**src/rtl/pipe_hazard_ctrl_if.sv**
```systemverilog
// pipe_hazard_ctrl_if: decoded stage info into the hazard controller, pipeline-register controls out.
interface pipe_hazard_ctrl_if #(
    parameter int CNT_W = 32
);
    logic [4:0]       id_rs1_addr;
    logic [4:0]       id_rs2_addr;
    logic             id_rs1_re;
    logic             id_rs2_re;
    logic [6:0]       ex_opcode;
    logic             ex_rd_we;
    logic [4:0]       ex_rd_addr;
    logic             ex_branch_taken;
    logic [6:0]       mem_opcode;
    logic             mem_ready;
    logic             stall_pc;
    logic             stall_if_id;
    logic             stall_id_ex;
    logic             stall_ex_mem;
    logic             flush_if_id;
    logic             flush_id_ex;
    logic             bubble_mem_wb;
    logic             mem_err;
    logic [CNT_W-1:0] stall_cnt;

    modport master (
        output id_rs1_addr, id_rs2_addr, id_rs1_re, id_rs2_re, ex_opcode, ex_rd_we,
               ex_rd_addr, ex_branch_taken, mem_opcode, mem_ready,
        input  stall_pc, stall_if_id, stall_id_ex, stall_ex_mem, flush_if_id,
               flush_id_ex, bubble_mem_wb, mem_err, stall_cnt
    );

    modport slave (
        input  id_rs1_addr, id_rs2_addr, id_rs1_re, id_rs2_re, ex_opcode, ex_rd_we,
               ex_rd_addr, ex_branch_taken, mem_opcode, mem_ready,
        output stall_pc, stall_if_id, stall_id_ex, stall_ex_mem, flush_if_id,
               flush_id_ex, bubble_mem_wb, mem_err, stall_cnt
    );
endinterface

```
**src/rtl/pipe_hazard_ctrl.sv**
```systemverilog
// pipe_hazard_ctrl: stall/flush controller for the 5-stage pipeline (load-use, redirect,
// data-memory wait with timeout watchdog) plus a saturating stall-cycle counter.
module pipe_hazard_ctrl #(
    parameter int MEM_TIMEOUT = 64,
    parameter int CNT_W       = 32
) (
    input logic               clk,
    input logic               rst,
    pipe_hazard_ctrl_if.slave bus
);
    localparam logic [6:0] LOAD  = 7'b0000011;
    localparam logic [6:0] STORE = 7'b0100011;
    localparam int         WW    = $clog2(MEM_TIMEOUT + 1);

    typedef enum logic {RUN, MEM_WAIT} state_t;

    state_t           state_q, state_d;
    logic [WW-1:0]    wait_cnt_q, wait_cnt_d;
    logic             mem_err_q, mem_err_d;
    logic             abort_q, abort_d;
    logic [6:0]       abort_op_q, abort_op_d;
    logic [CNT_W-1:0] stall_cnt_q, stall_cnt_d;
    logic             mem_access, load_use, timeout, abort_hold, mem_stall;
    logic             stall_all, redirect, interlock;

    always_ff @(posedge clk or posedge rst) begin
        if (rst) begin
            state_q     <= RUN;
            wait_cnt_q  <= '0;
            mem_err_q   <= 1'b0;
            abort_q     <= 1'b0;
            abort_op_q  <= '0;
            stall_cnt_q <= '0;
        end else begin
            state_q     <= state_d;
            wait_cnt_q  <= wait_cnt_d;
            mem_err_q   <= mem_err_d;
            abort_q     <= abort_d;
            abort_op_q  <= abort_op_d;
            stall_cnt_q <= stall_cnt_d;
        end
    end

    // An aborted access keeps its stall suppressed until a different opcode reaches MEM.
    always_comb begin
        mem_access  = bus.mem_opcode == LOAD || bus.mem_opcode == STORE;
        load_use    = bus.ex_opcode == LOAD && bus.ex_rd_we && bus.ex_rd_addr != 5'd0 &&
                      ((bus.id_rs1_re && bus.id_rs1_addr == bus.ex_rd_addr) ||
                       (bus.id_rs2_re && bus.id_rs2_addr == bus.ex_rd_addr));
        timeout     = state_q == MEM_WAIT && !bus.mem_ready && wait_cnt_q == WW'(MEM_TIMEOUT);
        abort_hold  = abort_q && bus.mem_opcode == abort_op_q;
        mem_stall   = mem_access && !bus.mem_ready && !timeout && !abort_hold;
        stall_all   = !rst && mem_stall;
        redirect    = !rst && !mem_stall && bus.ex_branch_taken;
        interlock   = !rst && !mem_stall && !bus.ex_branch_taken && load_use;
        state_d     = mem_stall ? MEM_WAIT : RUN;
        wait_cnt_d  = mem_stall ? wait_cnt_q + 1'b1 : '0;
        mem_err_d   = mem_err_q || timeout;
        abort_d     = abort_hold || timeout;
        abort_op_d  = timeout ? bus.mem_opcode : abort_op_q;
        stall_cnt_d = (stall_all || interlock) && stall_cnt_q != '1 ? stall_cnt_q + 1'b1 : stall_cnt_q;
    end

    assign bus.stall_pc      = stall_all || interlock;
    assign bus.stall_if_id   = stall_all || interlock;
    assign bus.stall_id_ex   = stall_all;
    assign bus.stall_ex_mem  = stall_all;
    assign bus.flush_if_id   = redirect;
    assign bus.flush_id_ex   = redirect || interlock;
    assign bus.bubble_mem_wb = stall_all;
    assign bus.mem_err       = mem_err_q;
    assign bus.stall_cnt     = stall_cnt_q;
endmodule

```
**src/flat_wrapper.sv**
```systemverilog
// flat-port wrapper written by rule: the top's interface ports become plain ports
module pipe_hazard_ctrl_flat 
#(
    parameter int MEM_TIMEOUT = 64,
    parameter int CNT_W       = 32
)
  (clk, rst, bus_id_rs1_addr, bus_id_rs2_addr, bus_id_rs1_re, bus_id_rs2_re, bus_ex_opcode, bus_ex_rd_we, bus_ex_rd_addr, bus_ex_branch_taken, bus_mem_opcode, bus_mem_ready, bus_stall_pc, bus_stall_if_id, bus_stall_id_ex, bus_stall_ex_mem, bus_flush_if_id, bus_flush_id_ex, bus_bubble_mem_wb, bus_mem_err, bus_stall_cnt);
  pipe_hazard_ctrl_if #(.CNT_W(CNT_W)) bus_i ();
  input logic clk;
  input logic rst;
  input wire logic [$bits(bus_i.id_rs1_addr)-1:0] bus_id_rs1_addr;
  input wire logic [$bits(bus_i.id_rs2_addr)-1:0] bus_id_rs2_addr;
  input wire logic [$bits(bus_i.id_rs1_re)-1:0] bus_id_rs1_re;
  input wire logic [$bits(bus_i.id_rs2_re)-1:0] bus_id_rs2_re;
  input wire logic [$bits(bus_i.ex_opcode)-1:0] bus_ex_opcode;
  input wire logic [$bits(bus_i.ex_rd_we)-1:0] bus_ex_rd_we;
  input wire logic [$bits(bus_i.ex_rd_addr)-1:0] bus_ex_rd_addr;
  input wire logic [$bits(bus_i.ex_branch_taken)-1:0] bus_ex_branch_taken;
  input wire logic [$bits(bus_i.mem_opcode)-1:0] bus_mem_opcode;
  input wire logic [$bits(bus_i.mem_ready)-1:0] bus_mem_ready;
  output wire logic [$bits(bus_i.stall_pc)-1:0] bus_stall_pc;
  output wire logic [$bits(bus_i.stall_if_id)-1:0] bus_stall_if_id;
  output wire logic [$bits(bus_i.stall_id_ex)-1:0] bus_stall_id_ex;
  output wire logic [$bits(bus_i.stall_ex_mem)-1:0] bus_stall_ex_mem;
  output wire logic [$bits(bus_i.flush_if_id)-1:0] bus_flush_if_id;
  output wire logic [$bits(bus_i.flush_id_ex)-1:0] bus_flush_id_ex;
  output wire logic [$bits(bus_i.bubble_mem_wb)-1:0] bus_bubble_mem_wb;
  output wire logic [$bits(bus_i.mem_err)-1:0] bus_mem_err;
  output wire logic [$bits(bus_i.stall_cnt)-1:0] bus_stall_cnt;
  assign bus_i.id_rs1_addr = bus_id_rs1_addr;
  assign bus_i.id_rs2_addr = bus_id_rs2_addr;
  assign bus_i.id_rs1_re = bus_id_rs1_re;
  assign bus_i.id_rs2_re = bus_id_rs2_re;
  assign bus_i.ex_opcode = bus_ex_opcode;
  assign bus_i.ex_rd_we = bus_ex_rd_we;
  assign bus_i.ex_rd_addr = bus_ex_rd_addr;
  assign bus_i.ex_branch_taken = bus_ex_branch_taken;
  assign bus_i.mem_opcode = bus_mem_opcode;
  assign bus_i.mem_ready = bus_mem_ready;
  assign bus_stall_pc = bus_i.stall_pc;
  assign bus_stall_if_id = bus_i.stall_if_id;
  assign bus_stall_id_ex = bus_i.stall_id_ex;
  assign bus_stall_ex_mem = bus_i.stall_ex_mem;
  assign bus_flush_if_id = bus_i.flush_if_id;
  assign bus_flush_id_ex = bus_i.flush_id_ex;
  assign bus_bubble_mem_wb = bus_i.bubble_mem_wb;
  assign bus_mem_err = bus_i.mem_err;
  assign bus_stall_cnt = bus_i.stall_cnt;
  pipe_hazard_ctrl #(.MEM_TIMEOUT(MEM_TIMEOUT), .CNT_W(CNT_W)) u_core (.clk(clk), .rst(rst), .bus(bus_i));
endmodule
```
**config.mk**
```make
export PLATFORM = sky130hd
export DESIGN_NAME = pipe_hazard_ctrl_flat
export DESIGN_NICKNAME = d
export VERILOG_FILES = /design/src/rtl/pipe_hazard_ctrl_if.sv /design/src/rtl/pipe_hazard_ctrl.sv /design/src/flat_wrapper.sv
export SDC_FILE = /design/constraint.sdc
export NUM_CORES = 1
export LEC_CHECK = 0
export CAP_MARGIN = 0
export CELL_PAD_IN_SITES_DETAIL_PLACEMENT = 0
export CELL_PAD_IN_SITES_GLOBAL_PLACEMENT = 1
export CORE_UTILIZATION = 25
export CTS_CLUSTER_DIAMETER = 120
export DETAILED_ROUTE_END_ITERATION = 10
export PLACE_DENSITY_LB_ADDON = 0.1
export SLEW_MARGIN = 0
export SYNTH_ARGS = -nofsm -noshare
export SYNTH_HDL_FRONTEND = slang
export SYNTH_SLANG_ARGS = --single-unit
```
**constraint.sdc**
```tcl
create_clock -name clk -period 5.05 [get_ports clk]
set_input_delay 1.01 -clock clk [delete_from_list [all_inputs] [get_ports clk]]
set_output_delay 1.01 -clock clk [all_outputs]
set_load 0.05 [all_outputs]
```
---- After elaboration in Yosys (flattened, before gate mapping) ----
Cells that the tools add are included.
W data, S select, Z words.
word-level totals
  register bits after elaboration ......... 49
  input port bits ......................... 36
  output and inout port bits .............. 40
  word-level logic and storage cells ...... 48
operators by class
  $add $sub $neg .......................... 2
  eq/ne operators ......................... 8
  multiplexer cells ....................... 2
  reduce and logical (&&, ||, !) cells .... 30
operators by type and width
  kind                     number
  $add A32 B1 Y32 const B  1
  $ne A32 B32 Y1 const B   1
  $logic_and A1 B1 Y1      17
  $eq A7 B2 Y1 const B     2
  $eq A5 B5 Y1             2
  $add A7 B1 Y7 const B    1
  $eq A7 B6 Y1 const B     1
  $eq A7 B7 Y1             1
  $eq A7 B7 Y1 const B     1
  $mux W7                  1
  $logic_not A1 Y1         6
  $logic_or A1 B1 Y1       6
  $reduce_bool A5 Y1       1
  $mux W1                  1

---- Logic depth before layout (Yosys ltp) ----
Gate-level depths: netlist (run 1).
  word-level depth ........................ 12
  depth in mapped cells ................... 9
  gate-level depth less buffers ........... 8

---- Worst setup path before layout (run 1) ----
No wires, ideal clock.
  path kind ............................... input-to-output
  start point ............................. in bus_mem_opcode[6]
  end point ............................... out bus_stall_pc
  arrival time ............................ 3.054 ns
  required time ........................... 4.040 ns
  slack ................................... 0.986 ns
  stages on the path ...................... 7
  path buffers ............................ 1
  cells stage by stage .................... or4_4 nor3_4 o211ai_4 inv_1 nor2_1 nor2_1 buf_4
between the ends
  longest elaborated chain between the ends .. 10
  elaborated cells between the ends (all ways) .. 15
  classes of those cells .................. eq/ne (3); reduce/logical (12)
RTL lines
  item                                          line                    source
  start, declared                               flat_wrapper.sv:19      input wire logic [$bits(bus_i.mem_opcode)-1:0] bus_mem_opcode;
  $eq A7 B2 Y1 or $eq A7 B6 Y1 (tied branches)  pipe_hazard_ctrl.sv:46  mem_access = bus.mem_opcode == LOAD || bus.mem_opcode == STORE;
  $logic_or A1 B1 Y1                            pipe_hazard_ctrl.sv:46
  $logic_and A1 B1 Y1 (2 in series)             pipe_hazard_ctrl.sv:52  mem_stall = mem_access && !bus.mem_ready && !timeout && !abort_hold;
  $logic_and A1 B1 Y1 *                         pipe_hazard_ctrl.sv:52
  via u_core.mem_stall                          pipe_hazard_ctrl.sv:23  logic mem_access, load_use, timeout, abort_hold, mem_stall;
  $logic_not A1 Y1                              pipe_hazard_ctrl.sv:55  interlock = !rst && !mem_stall && !bus.ex_branch_taken && load_use;
  $logic_and A1 B1 Y1 (3 in series)             pipe_hazard_ctrl.sv:55
  $logic_or A1 B1 Y1 *                          n/a
  end, declared                                 flat_wrapper.sv:21      output wire logic [$bits(bus_i.stall_pc)-1:0] bus_stall_pc;
Mark *: on every way through the listed nets, which the timed path passes. The rest lies on a longest branch.

---- Final worst setup path (run 1) ----
  start point ............................. in bus_mem_opcode[6]
  end point ............................... out bus_stall_pc
between the ends
  longest elaborated chain between the ends .. 10
  elaborated cells between the ends (all ways) .. 15
  classes of those cells .................. eq/ne (3); reduce/logical (12)
RTL lines
  item                                          line                    source
  $eq A7 B2 Y1 or $eq A7 B6 Y1 (tied branches)  pipe_hazard_ctrl.sv:46
  $logic_or A1 B1 Y1                            pipe_hazard_ctrl.sv:46
  $logic_and A1 B1 Y1 (2 in series)             pipe_hazard_ctrl.sv:52
  $logic_and A1 B1 Y1 *                         pipe_hazard_ctrl.sv:52
  via u_core.mem_stall                          pipe_hazard_ctrl.sv:23
  $logic_not A1 Y1                              pipe_hazard_ctrl.sv:55
  $logic_and A1 B1 Y1 (3 in series)             pipe_hazard_ctrl.sv:55
  $logic_or A1 B1 Y1 *                          pipe_hazard_ctrl.sv:64  assign bus.stall_pc = stall_all || interlock;
Marks and branches as above.

==> run metrics, run 1 <==
first-iteration detailed-routing DRC count 77; Finish-stage setup viols 0; Routed WL per cell 13.15 um; min Tclk post-route 4.548 ns; sequential fraction of the synthesis area 0.4548; Synth cell types 35; number of post-CTS setup repair buffers 0; Mapped Area 2696 um2; chip height 105.9 um; die area 11200 um2; post-route setup TNS 0 ns; number of synthesized flops with an enable pin 0; Slowest cell on crit path clkdlybuf4s50_1; largest net degree at the start of global routing 50; Resized cells post-CTS 0; CP endpoint bus_stall_pc; initial antenna violation count 0; Hold WC Path Type flop to flop; Place WS 0.4486 ns; Synth Flop Type dfrtp_1; vias in the first global route 2143; DRC viols 0; total track usage 0.1147; DP Cell Count 453; Comb pwr share 0.109; Slew headroom 0.5730; R2R cell count 7; DRT Pass-1 Iters 4; post-DP HPWL 4444 um; Crit path depth 8; Worst EP arrival 3.54 ns; critical path's top delay family buffers and inverters; met3 wire length 411 um; met1 WL 2829 um; CTS Root Buffer Type clkbuf_8; input/output buffers 75; critical path capture point type output pin; commonest non-fill, non-tap cell in the layout clkdlybuf4s50_1; vias after detailed routing 2057; CP startpoint bus_mem_opcode[6]; Synthesis Warnings 0; Seq pwr share 0.563; Clock Latency Late Sink 0.30 ns; Largest stage delay, worst path 0.82 ns; footprint of the multi-input gates 1393 um2; post-route ant nets 0; Final Hold Slack 0.4875 ns; CTS Hold Buffers Added 0; max frequency 219.9 MHz; worst reg2reg endpoint u_core.bus.stall_cnt[1]$_DFFE_PP0P_; Syn-to-layout area delta 36.19%; run status finished clean; Final Power 705.0 uW; Worst EP required 4.04 ns; Final GP Congestion 0.6762; Switching Fraction 0.2444; #FFs+latches synth 49; diodes inserted 0; P_sw 172.3 uW; Fillers 1067; Starting Density 0.2600; Reg clk slew, reported paths 0.09 ns; CTS tree built; clock sink count 49; Clock Power Share 0.328; total gr overflow 0; leakage power 0.001584 uW; most frequent cells in the layout clkdlybuf4s50_1 (75), dfrtp_1 (49), xor2_1 (30); VDD IR max 0.00009990 V; first-pass GRT wire length 10190 um; Nets 363; Detailed Route WL 6061 um; IO Pins 76; worst-margin pin slew 0.6405 ns; worst r2r src u_core.bus.stall_cnt[0]$_DFFE_PP0P_; r2r setup slk 2.40 ns; worst path bufs/invs 3; Final Cycle Share 0.9006; Hold Startpoint u_core.bus.stall_cnt[27]$_DFFE_PP0P_; critical path launch point type primary input; cell count after synthesis 248; worst-case clock buffer depth 2; met2 routed WL 2744 um; Core ar. 10370 um2; # rows 37; fin cells 461; ys async rst share 1.000; cell internal pwr 532.7 uW; Final Hold Vio Count 0; register area 1226 um2; chip width 105.9 um; Mapped Nets 287; CP Cell Sequence clkdlybuf4s50_1 > or4_4 > nor3_4 > o211ai_4 > inv_1 > nor2_1 > nor2_1 > clkdlybuf4s50_1; Setup Crit Path Kind primary input to output pin; proportion of layout cells with a drive suffix above 1 0.1138; Avg Inst Size Synth 10.87 um2; power per cell area 192.0 nW/um2; Final Slew Violations 0; Critical Path Fanout Max 10; top sig layer met4; H-tree Lvls 2; CTS Buf Count 5; Worst Skew 0.01115 ns; worst setup margin 0.5017 ns; max-cap violations 0; DR vias/cell 4.462; RSZ-0062 raised after global routing false
## through the flow
stage | instance area, um2 | utilization
after detailed placement | 3585 | 0.3457
final | 3672 | 0.3541
after global placement | 3585 | 0.3457
after global routing | 3672 | 0.3541
after floorplan | 2696 | -
after CTS | 3672 | 0.3541
## worst register-to-register path, stage by stage (launching register included)
cell,delay (ns)
dfrtp_1,0.41
ha_1,0.20
and4_1,0.33
and4_1,0.29
and4_1,0.55
buf_4,0.36
nor2_1,0.13
mux2_2,0.29
## cells in the mapped netlist, types with 6 or more instances
cell / number / area, um2
mux2_2: 8 / 90.09
xnor2_1: 23 / 201.4
nand2_1: 15 / 56.30
nand4_1: 8 / 50.05
nor4_2: 11 / 137.6
and2_1: 6 / 37.54
and3_1: 9 / 56.30
nand3_1: 14 / 70.07
xor2_1: 30 / 262.8
nor2_1: 18 / 67.56
nor3_1: 12 / 60.06
and4_1: 6 / 52.55
dfrtp_1: 49 / 1226
## sequential cells by signal, summed over array words and instances, names as in the netlist
register	flops
u_core.abort_op_q	7
u_core.state_q	1
u_core.bus.stall_cnt	32
u_core.wait_cnt_q	7
u_core.abort_q	1
u_core.bus.mem_err	1
## power by group through the flow
stage	Sequential [uW]	Clock [uW]	Combinational, uW
after floorplan	412	0	26.2
after detailed placement	405	0	78.7
after CTS	397	245	78.9
after global placement	405	0	79.0
after global routing	397	259	83.5
final	397	232	76.6
## routing by layer
| metal | GRT usage | vias up |
|---|---|---|
| met5 | 0 | - |
| met4 | 0.03869 | 0 |
| met3 | 0.03587 | 4 |
| met2 | 0.1844 | 54 |
| met1 | 0.1450 | 980 |
| li1 | - | 1019 |
## worst min-delay path by stage
stage / slack (ns) / endpoint / cells past startpoint
floorplan: 0.45 / u_core.wait_cnt_q[0]$_DFF_PP0_ / 1
global placement: 0.45 / u_core.bus.mem_err$_DFF_PP0_ / 1
detailed placement: 0.48 / u_core.wait_cnt_q[0]$_DFF_PP0_ / 1
CTS: 0.49 / u_core.wait_cnt_q[0]$_DFF_PP0_ / 1
global route: 0.51 / u_core.bus.stall_cnt[21]$_DFFE_PP0P_ / 1
finish: 0.49 / u_core.bus.stall_cnt[27]$_DFFE_PP0P_ / 1
## final cells by class
type | instances | area share
Multi-Input combinational cell | 185 | 0.3792
Tap cell | 136 | 0.04634
Clock inverter | 2 | 0.004089
Inverter | 4 | 0.004089
Clock buffer | 6 | 0.01976
Timing Repair Buffer | 79 | 0.2126
Sequential cell | 49 | 0.3339
## kinds of logic after synthesis
kind of cell / share of synthesized area
and+or+nand+nor: 0.2794
DFF: 0.4548
muxes: 0.03341
AOI/OAI and AO/OA: 0.01763
xor gates and xnor gates: 0.1722
adders and majority gates: 0.01392
buffers and inverters: 0.02877
No activity file was read; power rests on OpenSTA's default activity.
==> run 2: changes to the inputs <==
--- a/config.mk
+++ b/config.mk
@@ -5,6 +5,7 @@
 export SDC_FILE = /design/constraint.sdc
 export NUM_CORES = 1
 export LEC_CHECK = 0
+export ABC_CLOCK_PERIOD_IN_PS = 5050
 export CAP_MARGIN = 0
 export CELL_PAD_IN_SITES_DETAIL_PLACEMENT = 0
 export CELL_PAD_IN_SITES_GLOBAL_PLACEMENT = 1
==> results of run 2 <==
No change in the layout: final DEF, timing and power equal those of run 1.
==> run 3: changes to the inputs <==
--- a/config.mk
+++ b/config.mk
@@ -5,7 +5,7 @@
 export SDC_FILE = /design/constraint.sdc
 export NUM_CORES = 1
 export LEC_CHECK = 0
-export ABC_CLOCK_PERIOD_IN_PS = 5050
+export ABC_CLOCK_PERIOD_IN_PS = 5700
 export CAP_MARGIN = 0
 export CELL_PAD_IN_SITES_DETAIL_PLACEMENT = 0
 export CELL_PAD_IN_SITES_GLOBAL_PLACEMENT = 1
@@ -13,7 +13,7 @@
 export CTS_CLUSTER_DIAMETER = 120
 export DETAILED_ROUTE_END_ITERATION = 10
 export PLACE_DENSITY_LB_ADDON = 0.1
-export SLEW_MARGIN = 0
+export SLEW_MARGIN = 25
 export SYNTH_ARGS = -nofsm -noshare
 export SYNTH_HDL_FRONTEND = slang
 export SYNTH_SLANG_ARGS = --single-unit
==> constraint.sdc (replaced) <==
create_clock -name clk -period 5.7 [get_ports clk]
set_input_delay 1.14 -clock clk [delete_from_list [all_inputs] [get_ports clk]]
set_output_delay 1.14 -clock clk [all_outputs]
set_load 0.05 [all_outputs]
==> run 3 against run 2 <==
  * Sequential power decreased by 11%
  * Critical path type unchanged
  * Non-clock buffer count decreased by 1
  * Clock-buffer cell count unchanged
  * Routed wire length increased by 0.64%
  * Final cell count decreased by 0.22%
==> run metrics, run 3 (synthesized netlist as in run 1, its figures left out) <==
first-pass GRT wire length 10340 um; initial antenna violation count 0; vias in the first global route 2112; DRC viols 0; Syn-to-layout area delta 37.12%; Setup Crit Path Kind primary input to output pin; chip height 105.9 um; max-cap violations 0; post-route setup TNS 0 ns; RSZ-0062 raised after global routing false; diodes inserted 0; post-DP HPWL 4417 um; Final Slew Violations 0; total track usage 0.1165; Worst EP required 4.56 ns; input/output buffers 75; CP Cell Sequence clkdlybuf4s50_1 > or4_4 > nor3_4 > o211ai_4 > inv_1 > nor2_1 > nor2_1 > clkdlybuf4s50_1; proportion of layout cells with a drive suffix above 1 0.1142; Fillers 1075; Core ar. 10370 um2; Hold WC Path Type flop to flop; total gr overflow 0; most frequent cells in the layout clkdlybuf4s50_1 (75), dfrtp_1 (49), xor2_1 (30); Starting Density 0.2600; CTS Buf Count 5; max FFs per register 32; run status finished clean; Slowest cell on crit path clkdlybuf4s50_1; Detailed Route WL 6100 um; Final Hold Vio Count 0; leakage power 0.001600 uW; Largest stage delay, worst path 0.82 ns; power per cell area 185.1 nW/um2; clock sink count 49; CTS Root Buffer Type clkbuf_8; largest net degree at the start of global routing 50; Resized cells post-CTS 0; die area 11200 um2; Routed WL per cell 13.26 um; worst-case clock buffer depth 2; Finish-stage setup viols 0; commonest non-fill, non-tap cell in the layout clkdlybuf4s50_1; Final Cycle Share 0.8458; number of post-CTS setup repair buffers 0; CTS Hold Buffers Added 0; DRT Pass-1 Iters 4; Nets 362; Worst EP arrival 3.68 ns; DR vias/cell 4.493; CTS tree built; min Tclk post-route 4.821 ns; Clock Latency Late Sink 0.31 ns; max frequency 207.4 MHz; IO Pins 76; Critical Path Fanout Max 10; chip width 105.9 um; worst-margin pin slew 0.6453 ns; Reg clk slew, reported paths 0.09 ns; VDD IR max 0.0001135 V; final core occ 0.3565; critical path launch point type primary input; H-tree Lvls 2; first-iteration detailed-routing DRC count 82; vias after detailed routing 2067; R2R cell count 9; Worst Skew 0.01341 ns; post-route ant nets 0; critical path capture point type output pin; Hold Path Stages 1; Final GP Congestion 0.6692; # rows 37; Slew headroom 0.5698
run 3: path summary, 6_finish.rpt:
check / from / endpoint / slack [ns]
max: bus_mem_opcode[6] / bus_stall_if_id / 0.88
min in group asynchronous: rst / u_core.bus.stall_cnt[10]$_DFFE_PP0P_ / 1.50
min reg2reg: u_core.bus.mem_err$_DFF_PP0_ / u_core.bus.mem_err$_DFF_PP0_ / 0.47
max reg2reg: u_core.wait_cnt_q[0]$_DFF_PP0_ / u_core.bus.stall_cnt[19]$_DFFE_PP0P_ / 2.98
max in group asynchronous: rst / u_core.bus.stall_cnt[23]$_DFFE_PP0P_ / 3.76
min: u_core.bus.mem_err$_DFF_PP0_ / u_core.bus.mem_err$_DFF_PP0_ / 0.47
run 3: power breakdown:
part           switching (uW)  internal (uW)  total [uW]
Combinational            32.1           35.9        68.1
Clock                     122            143         264
Sequential               2.32            349         352
Total                     156            528         684
run 3: routing by layer:
layer,GRT usage,up-vias,part of all wire
li1,-,1017,-
met1,0.1560,987,0.49
met2,0.1811,57,0.44
met3,0.03278,6,0.059
met4,0.03571,0,0.013
met5,0,-,0
run 3: metrics by stage:
| step | power [uW] | setup slack [ns] | cell area [um2] | std cells | hold slack, ns |
|---|---|---|---|---|---|
| after floorplan | 388.3 | 1.376 | 2696 | 248 | 0.4473 |
| after global placement | 428.7 | 0.8623 | 3577 | 452 | 0.4508 |
| after detailed placement | 428.3 | 0.8331 | 3577 | 452 | 0.4620 |
| after CTS | 698.1 | 0.8317 | 3697 | 460 | 0.4891 |
| after global routing | 716.1 | 0.6595 | 3697 | 460 | 0.4989 |
| final | 684.2 | 0.8792 | 3697 | 460 | 0.4743 |
run 3: layout make-up:
class                           count  area, um2  area share
Clock inverter                      2      37.54     0.01015
Multi-Input combinational cell    185       1393      0.3767
Tap cell                          136      170.2     0.04602
Clock buffer                        6      82.58     0.02234
Inverter                            4      15.01    0.004061
Timing Repair Buffer               78      773.2      0.2091
Sequential cell                    49       1226      0.3316
run 3: worst max-delay path: cells and delay by family:
kind | cells | cell delay (ns)
buffers and inverters | 3 | 1.43
AOI/OAI and AO/OA | 1 | 0.16
and+or+nand+nor | 4 | 0.94
